<file path="src/rtl/gray_pkg.sv">
// Shared helpers for the Gray step counter: Gray/binary conversion and width limits.
package gray_pkg;

  localparam int unsigned MAX_WIDTH = 16;
  localparam logic [MAX_WIDTH-1:0] GRAY_MAX = {MAX_WIDTH{1'b1}};

  function automatic logic [MAX_WIDTH-1:0] bin2gray(input logic [MAX_WIDTH-1:0] b);
    return b ^ (b >> 1);
  endfunction

  function automatic logic [MAX_WIDTH-1:0] gray2bin(input logic [MAX_WIDTH-1:0] g);
    logic [MAX_WIDTH-1:0] b;
    b[MAX_WIDTH-1] = g[MAX_WIDTH-1];
    for (int i = MAX_WIDTH - 2; i >= 0; i--) begin
      b[i] = b[i+1] ^ g[i];
    end
    return b;
  endfunction

endpackage

</file>
<file path="src/rtl/edge_sync.sv">
// Synchronises a slow level input into the clk domain and flags each rising edge
// with a single-cycle pulse.
module edge_sync #(
  parameter int unsigned SYNC_STAGES = 2
) (
  input  logic clk,
  input  logic rst,
  input  logic d,
  output logic rise
);

  logic [SYNC_STAGES-1:0] sync_q, sync_d;
  logic                   hist_q, hist_d;

  always_comb begin
    sync_d = {sync_q[SYNC_STAGES-2:0], d};
    hist_d = sync_q[SYNC_STAGES-1];
  end

  // Reset to ones so an input already high at reset release is not seen as an edge.
  always_ff @(posedge clk) begin
    if (!rst) begin
      sync_q <= '1;
      hist_q <= 1'b1;
    end else begin
      sync_q <= sync_d;
      hist_q <= hist_d;
    end
  end

  assign rise = sync_q[SYNC_STAGES-1] & ~hist_q;

endmodule

</file>
<file path="src/rtl/gray_step_counter.sv">
// Up/down Gray-code counter stepped by rising edges of a slow divided clock that is
// sampled as data on the board clock.
module gray_step_counter
  import gray_pkg::*;
#(
  parameter int unsigned WIDTH       = 4,
  parameter int unsigned SYNC_STAGES = 2
) (
  input  logic             clk,
  input  logic             rst,
  input  logic             tick_in,
  input  logic             en,
  input  logic             up_dn,
  input  logic             load,
  input  logic [WIDTH-1:0] load_val,
  output logic [WIDTH-1:0] gray_out,
  output logic [WIDTH-1:0] bin_out,
  output logic             wrap
);

  localparam logic [WIDTH-1:0] CountMax = GRAY_MAX[WIDTH-1:0];

  logic                 step;
  logic [WIDTH-1:0]     bin_q, bin_d;
  logic [WIDTH-1:0]     gray_q, gray_d;
  logic                 wrap_q, wrap_d;
  logic [MAX_WIDTH-1:0] gray_full;

  edge_sync #(
    .SYNC_STAGES(SYNC_STAGES)
  ) u_edge_sync (
    .clk (clk),
    .rst (rst),
    .d   (tick_in),
    .rise(step)
  );

  always_comb begin
    bin_d  = bin_q;
    wrap_d = 1'b0;
    // Load wins over a coincident step; that step is discarded.
    if (load) begin
      bin_d = load_val;
    end else if (step && en) begin
      if (up_dn) begin
        bin_d  = bin_q + WIDTH'(1);
        wrap_d = (bin_q == CountMax);
      end else begin
        bin_d  = bin_q - WIDTH'(1);
        wrap_d = (bin_q == '0);
      end
    end
    gray_full = bin2gray(MAX_WIDTH'(bin_d));
    gray_d    = gray_full[WIDTH-1:0];
  end

  always_ff @(posedge clk) begin
    if (!rst) begin
      bin_q  <= '0;
      gray_q <= '0;
      wrap_q <= 1'b0;
    end else begin
      bin_q  <= bin_d;
      gray_q <= gray_d;
      wrap_q <= wrap_d;
    end
  end

  assign bin_out  = bin_q;
  assign gray_out = gray_q;
  assign wrap     = wrap_q;

endmodule

</file>
<file path="config.mk">
export PLATFORM = sky130hd
export DESIGN_NAME = gray_step_counter
export DESIGN_NICKNAME = d
export VERILOG_FILES = /design/src/rtl/gray_pkg.sv /design/src/rtl/edge_sync.sv /design/src/rtl/gray_step_counter.sv
export SDC_FILE = /design/constraint.sdc
export NUM_CORES = 1
export LEC_CHECK = 0
export BUFFER_PORTS_ARGS = -buffer_cell sky130_fd_sc_hd__buf_2
export CAP_MARGIN = 20
export CORE_UTILIZATION = 43
export CTS_CLUSTER_DIAMETER = 40
export DETAILED_ROUTE_END_ITERATION = 10
export GPL_ROUTABILITY_DRIVEN = 0
export PLACE_DENSITY = 0.72
export SETUP_SLACK_MARGIN = 0.05
export SYNTH_ARGS = -nofsm -noshare
export SYNTH_HDL_FRONTEND = slang
export SYNTH_HIERARCHICAL = 1
export SYNTH_SLANG_ARGS = --single-unit
</file>
<file path="constraint.sdc">
create_clock -name clk -period 2 [get_ports clk]
set_input_delay 0.4 -clock clk [delete_from_list [all_inputs] [get_ports clk]]
set_output_delay 0.4 -clock clk [all_outputs]
set_load 0.005 [all_outputs]
</file>
# After elaboration in Yosys (flattened, before gate mapping)
# Index checks and enable logic that the tools add are counted.
# W data, S select, Z words.
# word_totals
regBits	12
out_inout_bits	9
# op_classes
bitwise_logic	5
muxes	4
addsub	2
n_eq_ne	1
n_reduce_logical	3
# op_table
op	count
$mux W4	3
$add A4 B1 Y4 const B	1
$eq A4 B4 Y1 const B	1
$logic_not A4 Y1	1
$sub A4 B1 Y4 const B	1
$xor A4 B3 Y4	1
$not A1 Y1	3
$reduce_or A3 Y1	1
$and A1 B1 Y1	1
$logic_and A1 B1 Y1	1
$mux W1	1

# Depth between registers and ports, before layout
# Gate-level depths: netlist of the first run.
# depth
ltp_word	6
ltp_mapped	7

# By module
# The synthesis of the first run kept the hierarchy.
# modules_own_cells
mod	instances	cells_per_inst	area_per_inst_um2	seq_area_each_um2
gray_step_counter	1	52	523.0	160.2
edge_sync	1	7	92.6	60.1

# Worst setup path before layout of the first run
# OpenSTA, ideal clock, no wires.
# synth_timing
path_kind	input to register
start	input up_dn
end	register gray_q[2] (netlist: gray_out[2])
setup_time_ns	0.121
t_arrival_ns	1.813
required_ns	1.879
setup_slack_ns	0.066
n_path_buf	0
path_stages	7
cell_sequence	inv_1 ha_1 a21oi_2 a2111oi_1 nor4b_2 nand2_1 mux2_4
# synth_between
elab_chain_len	4
# synth_lines
item	line	text
start: declaration	gray_step_counter.sv:13	input logic up_dn,
$mux W4	gray_step_counter.sv:45	if (up_dn) begin
$mux W4	gray_step_counter.sv:44	end else if (step && en) begin
$mux W4	gray_step_counter.sv:42	if (load) begin
$xor A4 B3 Y4	gray_pkg.sv:8	return b ^ (b >> 1);
end signal: assignment	gray_step_counter.sv:64	gray_q <= gray_d;
end: declaration	gray_step_counter.sv:25	logic [WIDTH-1:0] gray_q, gray_d;
# Every way passes these cells.
# A chain may end at the register's enable or synchronous reset.

# Worst setup path after layout of the first run
# layout_timing
start	register bin_q[2] (netlist: bin_out[2])
end	register gray_q[2] (netlist: gray_out[2])
# layout_between
elab_chain_len	5
elab_cells_between_ends	6
# layout_lines
item	line	text
start: declaration	gray_step_counter.sv:24	logic [WIDTH-1:0] bin_q, bin_d;
start signal: assignment	gray_step_counter.sv:63	bin_q <= bin_d;
$sub A4 B1 Y4 / $add A4 B1 Y4 (equally long branches)	gray_step_counter.sv:49, gray_step_counter.sv:46	
$mux W4	gray_step_counter.sv:45	
$mux W4 (*)	gray_step_counter.sv:44	
$mux W4 (*)	gray_step_counter.sv:42	
$xor A4 B3 Y4 (*)	gray_pkg.sv:8	
# Mark *: on every way between the ends. The rest lies on a longest branch, timed or not.

==> results of run 1 <==
power breakdown:
group	internal [mW]	switching [mW]	total (mW)
clock network	0.0771	0.0689	0.146
registers	0.233	0.00930	0.243
logic	0.0549	0.0500	0.105
total	0.366	0.128	0.494
sequential cells by signal, summed over array words and instances (netlist names):
signal,flops
u_edge_sync/hist_q,1
gray_out,3
wrap,1
u_edge_sync/sync_q,2
bin_out,4
per-stage QoR:
step	util, %	setup TNS (ns)	area (um^2)
2_1_floorplan	-	0	615.6
3_3_place_gp	55.84	-0.07900	735.7
3_5_place_dp	55.84	-0.1877	735.7
4_1_cts	57.83	0	762.0
5_1_grt	57.83	0	762.0
6_report	57.83	0	762.0
cells by family (layout without fill, tap and decap cells):
kind of cell,Yosys count,count (layout),share of synthesized area [%]
buffers and inverters,5,29,4.878
xor gates and xnor gates,4,4,5.692
muxes,5,5,11.18
DFF,11,11,35.77
and+or+nand+nor,24,24,26.42
adders and majority gates,3,3,7.317
AOI/OAI and AO/OA,7,7,8.738
critical path: stages, from the launching register on:
cell,delay (ns)
dfxtp_1,0.32
ha_1,0.35
a21oi_2,0.10
a2111oi_1,0.48
nor4b_2,0.11
nand2_1,0.09
mux2_4,0.29
cells in the mapped netlist (all sizes together):
| master | count | area (um^2) |
|---|---|---|
| a2111oi | 2 | 25.02 |
| a21oi | 4 | 23.77 |
| and2 | 1 | 6.260 |
| and4 | 1 | 11.26 |
| buf | 2 | 18.77 |
| dfxtp | 11 | 220.2 |
| fa | 1 | 20.02 |
| ha | 2 | 25.02 |
| inv | 3 | 11.26 |
| mux2 | 2 | 26.27 |
| mux2i | 3 | 42.54 |
| nand2 | 3 | 11.26 |
| nand2b | 4 | 25.02 |
| nand3 | 1 | 10.01 |
| nand4 | 1 | 6.260 |
| nand4bb | 1 | 11.26 |
| nor2 | 6 | 22.52 |
| nor2b | 1 | 13.76 |
| nor3b | 1 | 7.510 |
| nor4 | 2 | 12.51 |
| nor4b | 1 | 15.01 |
| nor4bb | 1 | 10.01 |
| o21ai | 1 | 5.000 |
| xnor2 | 2 | 17.52 |
| xor2 | 2 | 17.52 |
path summary, 6_finish.rpt:
| path | depth (start not counted) | slack (ns) | end | start |
|---|---|---|---|---|
| worst max register to register | 6 | 0.14 | gray_out[2]$_SDFF_PN0_ | bin_out[2]$_SDFF_PN0_ |
| worst min register to register | 1 | 0.41 | u_edge_sync/sync_q[1]$_SDFF_PN1_ | u_edge_sync/sync_q[0]$_SDFF_PN1_ |
| worst max-delay path | 6 | 0.14 | gray_out[2]$_SDFF_PN0_ | bin_out[2]$_SDFF_PN0_ |
| worst min-delay path | 2 | 0.31 | u_edge_sync/sync_q[0]$_SDFF_PN1_ | tick_in |
routing by layer:
layer,global-route usage [%],wire (um),vias to the layer above
met5,0,0,-
met4,5.172,0,0
met3,10.80,82,0
met2,28.28,540,17
met1,22.95,518,211
li1,-,-,259
final cells by class:
type	count	area [um^2]	area share, %
well taps	15	18.77	2.463
repair buffers	22	120.1	15.76
flip-flops and latches	11	220.2	28.90
inverters	3	11.26	1.478
multi-input cells	43	365.4	47.95
clock buffers	4	26.28	3.448
==> out/qor.txt, run 1 <==
Nets - 97
Cell count after placement - 94
Static Leakage - 0.3576 nW
Highest net fanout along the worst path - 4
Maximum number of pins on one net before global-route repair - 11
Number of max-capacitance violations reported - 0
Most used cells in the layout excluding fill and tap cells - 18 x buf_2, 11 x dfxtp_1, 6 x nor2_1, 4 x nand2b_1, 4 x buf_4
Initial antenna violation count - 0
Status - completed
Height of the die - 39.84 um
Type of the most critical hold path - in2reg
Endpoint type of the worst setup path - flop
Final total power - 0.4938 mW
Sequential area share after synthesis - 35.77%
TritonCTS clock tree - done
Number of port buffers - 18
Ratio of final minimum period to clock period - 92.90%
Max VDD drop - 0.0003787 V
IO Pins - 19
Required time of the worst setup path - 2.15 ns
Pins Over Slew Limit - 0
Global-route wire length before repair - 1.856 mm
Wirelength, routed - 1.141 mm
Diode insertion count for antenna repair - 0
Syn Std Cell Area - 615.6 um^2
Post-CTS setup buffers - 0
FF+latch count, synth - 11
Worst setup SP type - flop
Number of instances resized during post-cts repair - 0
Detailed-placement wirelength estimate - 906.5 um
Distinct cells, synth - 30
Remaining global-route overflow - 0
Routed length per placed instance - 11.64 um
RSZ-0062 raised after global routing - false
Placeable Area - 1318 um^2
TritonCTS Buffers - 3
Remaining max-slew budget at the tightest pin - 71.23%
Die boundary width - 39.84 um
Global router's overall resource usage - 18.99%
Syn avg cell area - 10.43 um^2
WP data arrival - 2.01 ns
Clock root buffer - clkbuf_4
Setup-violating endpoint count in the final report - 0
Count of endpoints failing hold in the final timing report - 0
H-tree levels - 1
Total nets after synthesis - 72
Number of global-route vias before repair - 434
Count of TritonRoute iterations in the first routing pass - 4
Clock-pin transition on the worst setup and hold timing paths - 0.07 ns
DP Worst Slack - -0.1467 ns
Max Buffers Root-to-Sink - 2
Count of nets left with antenna violations after detail routing - 0
Slew of the pin with the lowest slew margin - 0.4305 ns
Setup skew after layout - 0.004045 ns
Layout Cells excl Fill - 98
Pwr/cell area - 648.0 nW/um^2
Min Hold Slack - 0.3145 ns
Post-detailed-route DRC marker count - 0
Standard-cell rows - 13
Clock insertion delay at the later pin of the skew report - 0.26 ns
Tmin final - 1.858 ns
Number of vias after detailed routing - 487
Clock tree sinks - 11
Post-synthesis instance total - 59
Layout cells sized above 1 - 40.96%
Layout overhead on the synthesized area - 23.78%
Starting Density - 46.72%
Average vias per placed instance - 4.969
Highest attainable clock frequency - 538.2 MHz
First-iteration detailed-routing DRC count - 9
Warnings from Yosys - 6
Hold_buf cts - 0
Filler cells - 120
Floorplan die area - 1587 um^2
Class of the most critical setup path - reg2reg
Post-route setup slack - 0.1421 ns
Most common library cell in the layout ignoring fill and taps - buf_2
No activity file was read; power rests on OpenSTA's default activity.
==> inputs of run 2 (changes only) <==
--- a/config.mk
+++ b/config.mk
@@ -5,13 +5,14 @@
 export SDC_FILE = /design/constraint.sdc
 export NUM_CORES = 1
 export LEC_CHECK = 0
+export ABC_AREA = 0
 export BUFFER_PORTS_ARGS = -buffer_cell sky130_fd_sc_hd__buf_2
 export CAP_MARGIN = 20
 export CORE_UTILIZATION = 43
 export CTS_CLUSTER_DIAMETER = 40
 export DETAILED_ROUTE_END_ITERATION = 10
 export GPL_ROUTABILITY_DRIVEN = 0
-export PLACE_DENSITY = 0.72
+export PLACE_DENSITY_LB_ADDON = 0.15
 export SETUP_SLACK_MARGIN = 0.05
 export SYNTH_ARGS = -nofsm -noshare
 export SYNTH_HDL_FRONTEND = slang
==> run 2 against run 1 <==
Against the previous run: setup slack improved by 0.024 ns; combinational power rose by 4%; largest cell class unchanged; wire length rose by 5.8%; first-iteration DRC count rose by 11%.
==> out/qor.txt, run 2 (synthesis results as in run 1) <==
Status - completed
IO Pins - 19
Static Leakage - 0.3646 nW
Ratio of final minimum period to clock period - 91.68%
Number of port buffers - 18
Filler cells - 124
Pins Over Slew Limit - 0
Maximum number of pins on one net before global-route repair - 8
Routed length per placed instance - 12.19 um
Number of vias after detailed routing - 510
Count of nets left with antenna violations after detail routing - 0
Layout overhead on the synthesized area - 27.03%
Pwr/cell area - 650.3 nW/um^2
Cell count after placement - 95
Most used cells in the layout excluding fill and tap cells - 18 x buf_2, 11 x dfxtp_1, 6 x nor2_1, 5 x buf_4, 4 x nand2b_1
Max reg flops - 4
Critical R2R Capture - gray_out[2]$_SDFF_PN0_
Detailed-placement wirelength estimate - 918.8 um
Number of cells on the worst reg-to-reg path - 6
RSZ-0062 raised after global routing - true
Remaining global-route overflow - 0
Clock tree sinks - 11
Slew of the pin with the lowest slew margin - 0.3412 ns
TritonCTS Buffers - 3
Tmin final - 1.834 ns
Post-route setup slack - 0.1664 ns
Critical path launch point - bin_out[2]$_SDFF_PN0_
Number of instances resized during post-cts repair - 0
Remaining max-slew budget at the tightest pin - 77.21%
CP endpoint - gray_out[2]$_SDFF_PN0_
H-tree levels - 1
Highest net fanout along the worst path - 4
Worst setup SP type - flop
Layout cells sized above 1 - 42.86%
Layout Cells excl Fill - 99
First-iteration detailed-routing DRC count - 10
Hold_buf cts - 0
Final total power - 0.5085 mW
Post-detailed-route DRC marker count - 0
Global-route wire length before repair - 1.911 mm
WP data arrival - 2.00 ns
Number of global-route vias before repair - 460
Sum of negative setup slack - 0 ns
Placeable Area - 1318 um^2
Class of the most critical setup path - reg2reg
Type of the most critical hold path - in2reg
Number of max-capacitance violations reported - 0
Most common library cell in the layout ignoring fill and taps - buf_2
Setup skew after layout - 0.01142 ns
TritonCTS clock tree - done
Max Buffers Root-to-Sink - 2
Worst flop-to-flop path startpoint - bin_out[2]$_SDFF_PN0_
Height of the die - 39.84 um
Count of TritonRoute iterations in the first routing pass - 3
Initial antenna violation count - 0
Diode insertion count for antenna repair - 0
Starting Density - 46.72%
Highest attainable clock frequency - 545.4 MHz
Count of endpoints failing hold in the final timing report - 0
Standard-cell rows - 13
Average vias per placed instance - 5.152
Setup-violating endpoint count in the final report - 0
DP Worst Slack - -0.1339 ns
Max VDD drop - 0.0003453 V
Post-CTS setup buffers - 0
Wirelength, routed - 1.207 mm
Clock insertion delay at the later pin of the skew report - 0.27 ns
Min-delay src - tick_in
Die boundary width - 39.84 um
Clock root buffer - clkbuf_4
Required time of the worst setup path - 2.17 ns
Endpoint type of the worst setup path - flop
Floorplan die area - 1587 um^2
Setup slack of the most critical reg-to-reg path - 0.17 ns
Nets - 98
Clock-pin transition on the worst setup and hold timing paths - 0.08 ns
Global router's overall resource usage - 18.56%
[run 2: cell count changes in the layout (fill, tap and decap cells not counted), sizes merged]
cell and change:
buf +1
[run 2: how the worst min path moves through the flow]
stage,end,slack (ns),depth (start not counted)
after detailed placement,u_edge_sync/sync_q[1]$_SDFF_PN1_,0.40,1
after floorplan,u_edge_sync/sync_q[1]$_SDFF_PN1_,0.39,1
after global routing,u_edge_sync/sync_q[0]$_SDFF_PN1_,0.32,2
final,u_edge_sync/sync_q[0]$_SDFF_PN1_,0.32,2
after global placement,u_edge_sync/sync_q[1]$_SDFF_PN1_,0.39,1
after CTS,u_edge_sync/sync_q[0]$_SDFF_PN1_,0.31,2
[run 2: layout make-up]
type                       instances  area, um^2  area share (%)
inverter                           3       11.26           1.440
tap                               15       18.77           2.400
sequential                        11       220.2           28.16
multi-input combinational         43       377.9           48.32
clock buffer                       4       26.28           3.360
timing repair buffer              23       127.6           16.32
[run 2: per-stage QoR]
stage               utilization, %  hold slack (ns)  area (um^2)
detailed placement           56.41           0.3980        743.2
global placement             56.41           0.3885        743.2
global route                 59.35           0.3234        782.0
finish                       59.35           0.3226        782.0
floorplan                        -           0.3863        615.6
CTS                          58.40           0.3144        769.5
[run 2: critical path: stages (launching register included)]
cell and delay, ns:
dfxtp_1 0.33, ha_1 0.35, a21oi_4 0.23, a2111oi_2 0.10, nor4b_2 0.32, nand2_1 0.11
mux2_4 0.30
[run 2: report_power, final]
| group | switching [mW] | leakage, nW | total (mW) | internal, mW |
|---|---|---|---|---|
| clock network | 0.0791 | 0.0150 | 0.156 | 0.0771 |
| logic | 0.0519 | 0.259 | 0.109 | 0.0572 |
| registers | 0.00981 | 0.0908 | 0.243 | 0.233 |
| total | 0.141 | 0.365 | 0.509 | 0.368 |
[run 2: metal layers]
layer | GRT usage [%] | part of all wire [%]
met1 | 23.10 | 49
met3 | 5.114 | 4.1
met4 | 7.759 | 0.83
met2 | 29.51 | 46
met5 | 0 | 0
==> inputs of run 3 (changes only) <==
--- a/config.mk
+++ b/config.mk
@@ -5,14 +5,15 @@
 export SDC_FILE = /design/constraint.sdc
 export NUM_CORES = 1
 export LEC_CHECK = 0
-export ABC_AREA = 0
+export ABC_AREA = 1
 export BUFFER_PORTS_ARGS = -buffer_cell sky130_fd_sc_hd__buf_2
 export CAP_MARGIN = 20
-export CORE_UTILIZATION = 43
+export CORE_UTILIZATION = 42
 export CTS_CLUSTER_DIAMETER = 40
 export DETAILED_ROUTE_END_ITERATION = 10
 export GPL_ROUTABILITY_DRIVEN = 0
 export PLACE_DENSITY_LB_ADDON = 0.15
+export REMOVE_ABC_BUFFERS = 1
 export SETUP_SLACK_MARGIN = 0.05
 export SYNTH_ARGS = -nofsm -noshare
 export SYNTH_HDL_FRONTEND = slang
==> run 3 against run 2 <==
Against the previous run: register-to-register slack gained 0.25 ns; clock skew shrank 0.011 ns; synthesized cell count grew 34%; setup slack gained 0.25 ns; total power shrank 3.2%; count of clock-buffer cells in the layout is the same; maximum frequency grew 16%; final cell count grew 16%; via count grew 5.3%.
==> out/qor.txt, run 3 <==
Status - completed
Most used cells in the layout excluding fill and tap cells - 18 x buf_2, 15 x nand2_1, 13 x nor2_1, 11 x dfxtp_1, 10 x inv_1
Floorplan die area - 1513 um^2
Pins Over Slew Limit - 0
Diode insertion count for antenna repair - 0
Min-delay src - tick_in
Ratio of final minimum period to clock period - 78.96%
Warnings from Yosys - 6
Highest net fanout along the worst path - 6
Clock root buffer - clkbuf_4
Cell Chain, Critical Path - fa_1, inv_1, o211ai_2, o21ai_1, nor2_1, nor2_1, nor2_2
Sum of negative setup slack - 0 ns
Critical R2R Capture - gray_out[0]$_SDFF_PN0_
Post-CTS setup buffers - 0
Post-detailed-route DRC marker count - 0
Area share of the leading cell type in the synthesized netlist - 38.51%
Placeable Area - 1186 um^2
Max Buffers Root-to-Sink - 2
Wirelength, routed - 1.079 mm
Layout cells sized above 1 - 32.67%
Count of nets left with antenna violations after detail routing - 0
Setup-violating endpoint count in the final report - 0
Utilization after layout - 59.49%
Max VDD drop - 0.0004443 V
Post-synth top cells - 15 x nand2_1, 13 x nor2_1, 11 x dfxtp_1, 10 x inv_1
Pwr/cell area - 697.5 nW/um^2
Ranking of synthesized cells by area - dfxtp_1 39%, nand2_1 9.8%, nor2_1 8.5%, inv_1 6.6%, ha_1 4.4%
Layout overhead on the synthesized area - 23.41%
Global-route wire length before repair - 1.897 mm
Fraction of synthesis flops using an asynchronous set or reset pin - 0%
Number of port buffers - 18
Nets - 115
Yosys top cell by area - dfxtp_1
Required time of the worst setup path - 2.17 ns
Maximum number of pins on one net before global-route repair - 8
Starting Density - 48.21%
Number of global-route vias before repair - 499
Largest stage delay on the critical path - 0.44 ns
Number of cells on the worst reg-to-reg path - 7
Most common flop cell mapped by yosys - dfxtp_1
IO Pins - 19
Most common library cell in the layout ignoring fill and taps - buf_2
Worst flop-to-flop path startpoint - bin_out[1]$_SDFF_PN0_
Global router's overall resource usage - 19.37%
Syn Std Cell Area - 571.8 um^2
Clock tree sinks - 11
Hold_buf cts - 0
Highest attainable clock frequency - 633.3 MHz
Clock insertion delay at the later pin of the skew report - 0.27 ns
Die boundary width - 38.90 um
WP data arrival - 1.75 ns
Clock-pin transition on the worst setup and hold timing paths - 0.07 ns
FF+latch count, synth - 11
Setup skew after layout - 0.0006434 ns
EDFF count, synth - 0
Standard cell with the maximum stage delay on the critical path - fa_1
First-iteration detailed-routing DRC count - 5
Number of instances resized during post-cts repair - 0
Type of the most critical hold path - in2reg
H-tree levels - 1
Static Leakage - 0.3852 nW
Top cell by count, worst path - nor2_1
RSZ-0062 raised after global routing - false
Count of endpoints failing hold in the final timing report - 0
Detailed-placement wirelength estimate - 869.5 um
Number of max-capacitance violations reported - 0
Number of vias after detailed routing - 537
Max reg flops - 4
Worst setup SP type - flop
Routed length per placed instance - 9.383 um
Min Hold Slack - 0.3000 ns
TritonCTS Buffers - 3
Sequential area share after synthesis - 38.51%
Critical path launch point - bin_out[1]$_SDFF_PN0_
Post-synthesis instance total - 79
Setup slack of the most critical reg-to-reg path - 0.42 ns
Class of the most critical setup path - reg2reg
CP endpoint - gray_out[0]$_SDFF_PN0_
Remaining max-slew budget at the tightest pin - 78.79%
Most common cell in the synthesized netlist - nand2_1
TritonCTS clock tree - done
Height of the die - 38.90 um
Initial antenna violation count - 0
Average vias per placed instance - 4.670
Remaining global-route overflow - 0
Standard-cell rows - 12
Slew of the pin with the lowest slew margin - 0.3160 ns
Syn avg cell area - 7.238 um^2
Tmin final - 1.579 ns
Endpoint type of the worst setup path - flop
Distinct cells, synth - 19
Count of TritonRoute iterations in the first routing pass - 3
Filler cells - 123
run 3: cell types whose count changed in the layout (fill, tap and decap cells not counted), sizes merged, moves of 4 or more:
cell    before  now
nor2         6   17
nand2b       4    0
buf         23   19
nand2        3   18
o21ai        1    5
inv          3   12
run 3: power by group:
part	total (mW)	internal, mW	switching, mW
Clock	0.152	0.0772	0.0750
Sequential	0.242	0.233	0.00840
Combinational	0.0983	0.0433	0.0549
Total	0.492	0.354	0.138
run 3: cells by family after synthesis:
logic type	count (synthesis)	synth area share, %
xor gates and xnor gates	1	1.532
DFF	11	38.51
buffers and inverters	13	9.192
and+or+nand+nor	40	31.51
adders and majority gates	3	7.877
AOI/OAI and AO/OA	11	11.38
run 3: worst max-delay path, delay by kind of cell (launching register included):
family	cells	cell delay (ns)
compound gates	2	0.27
fa+ha+maj	1	0.44
buf+inv	1	0.08
flops	1	0.43
simple gates	3	0.27
run 3: metal layers:
metal / routed length [um] / vias up / GRT usage (%)
li1: - / 290 / -
met1: 505 / 229 / 20.57
met2: 482 / 16 / 32.92
met3: 76 / 2 / 8.671
met4: 14 / 0 / 7.759
met5: 0 / - / 0
run 3: layout make-up:
cell class / count / area [um^2] / share of cell area [%]
Clock buffer: 4 / 26.28 / 3.723
Inverter: 12 / 45.04 / 6.383
Multi-Input combinational cell: 55 / 299.0 / 42.38
Sequential cell: 11 / 220.2 / 31.21
Tap cell: 14 / 17.52 / 2.482
Timing Repair Buffer: 19 / 97.59 / 13.83
run 3: metrics by stage:
stage	total power [mW]	instance area (um^2)	setup slack [ns]	instances
after global routing	0.5279	705.7	0.2894	115
after CTS	0.4985	705.7	0.3959	115
final	0.4922	705.7	0.4209	115
after detailed placement	0.3463	679.4	0.1716	111
after global placement	0.3433	679.4	0.2018	111
after floorplan	0.3092	564.3	0.4027	78
run 3: worst min path at each step:
stage,cells after the start,to
detailed placement,2,u_edge_sync/sync_q[1]$_SDFF_PN1_
finish,3,u_edge_sync/sync_q[0]$_SDFF_PN1_
floorplan,2,u_edge_sync/sync_q[1]$_SDFF_PN1_
global route,3,u_edge_sync/sync_q[0]$_SDFF_PN1_
CTS,3,u_edge_sync/sync_q[0]$_SDFF_PN1_
global placement,2,u_edge_sync/sync_q[1]$_SDFF_PN1_
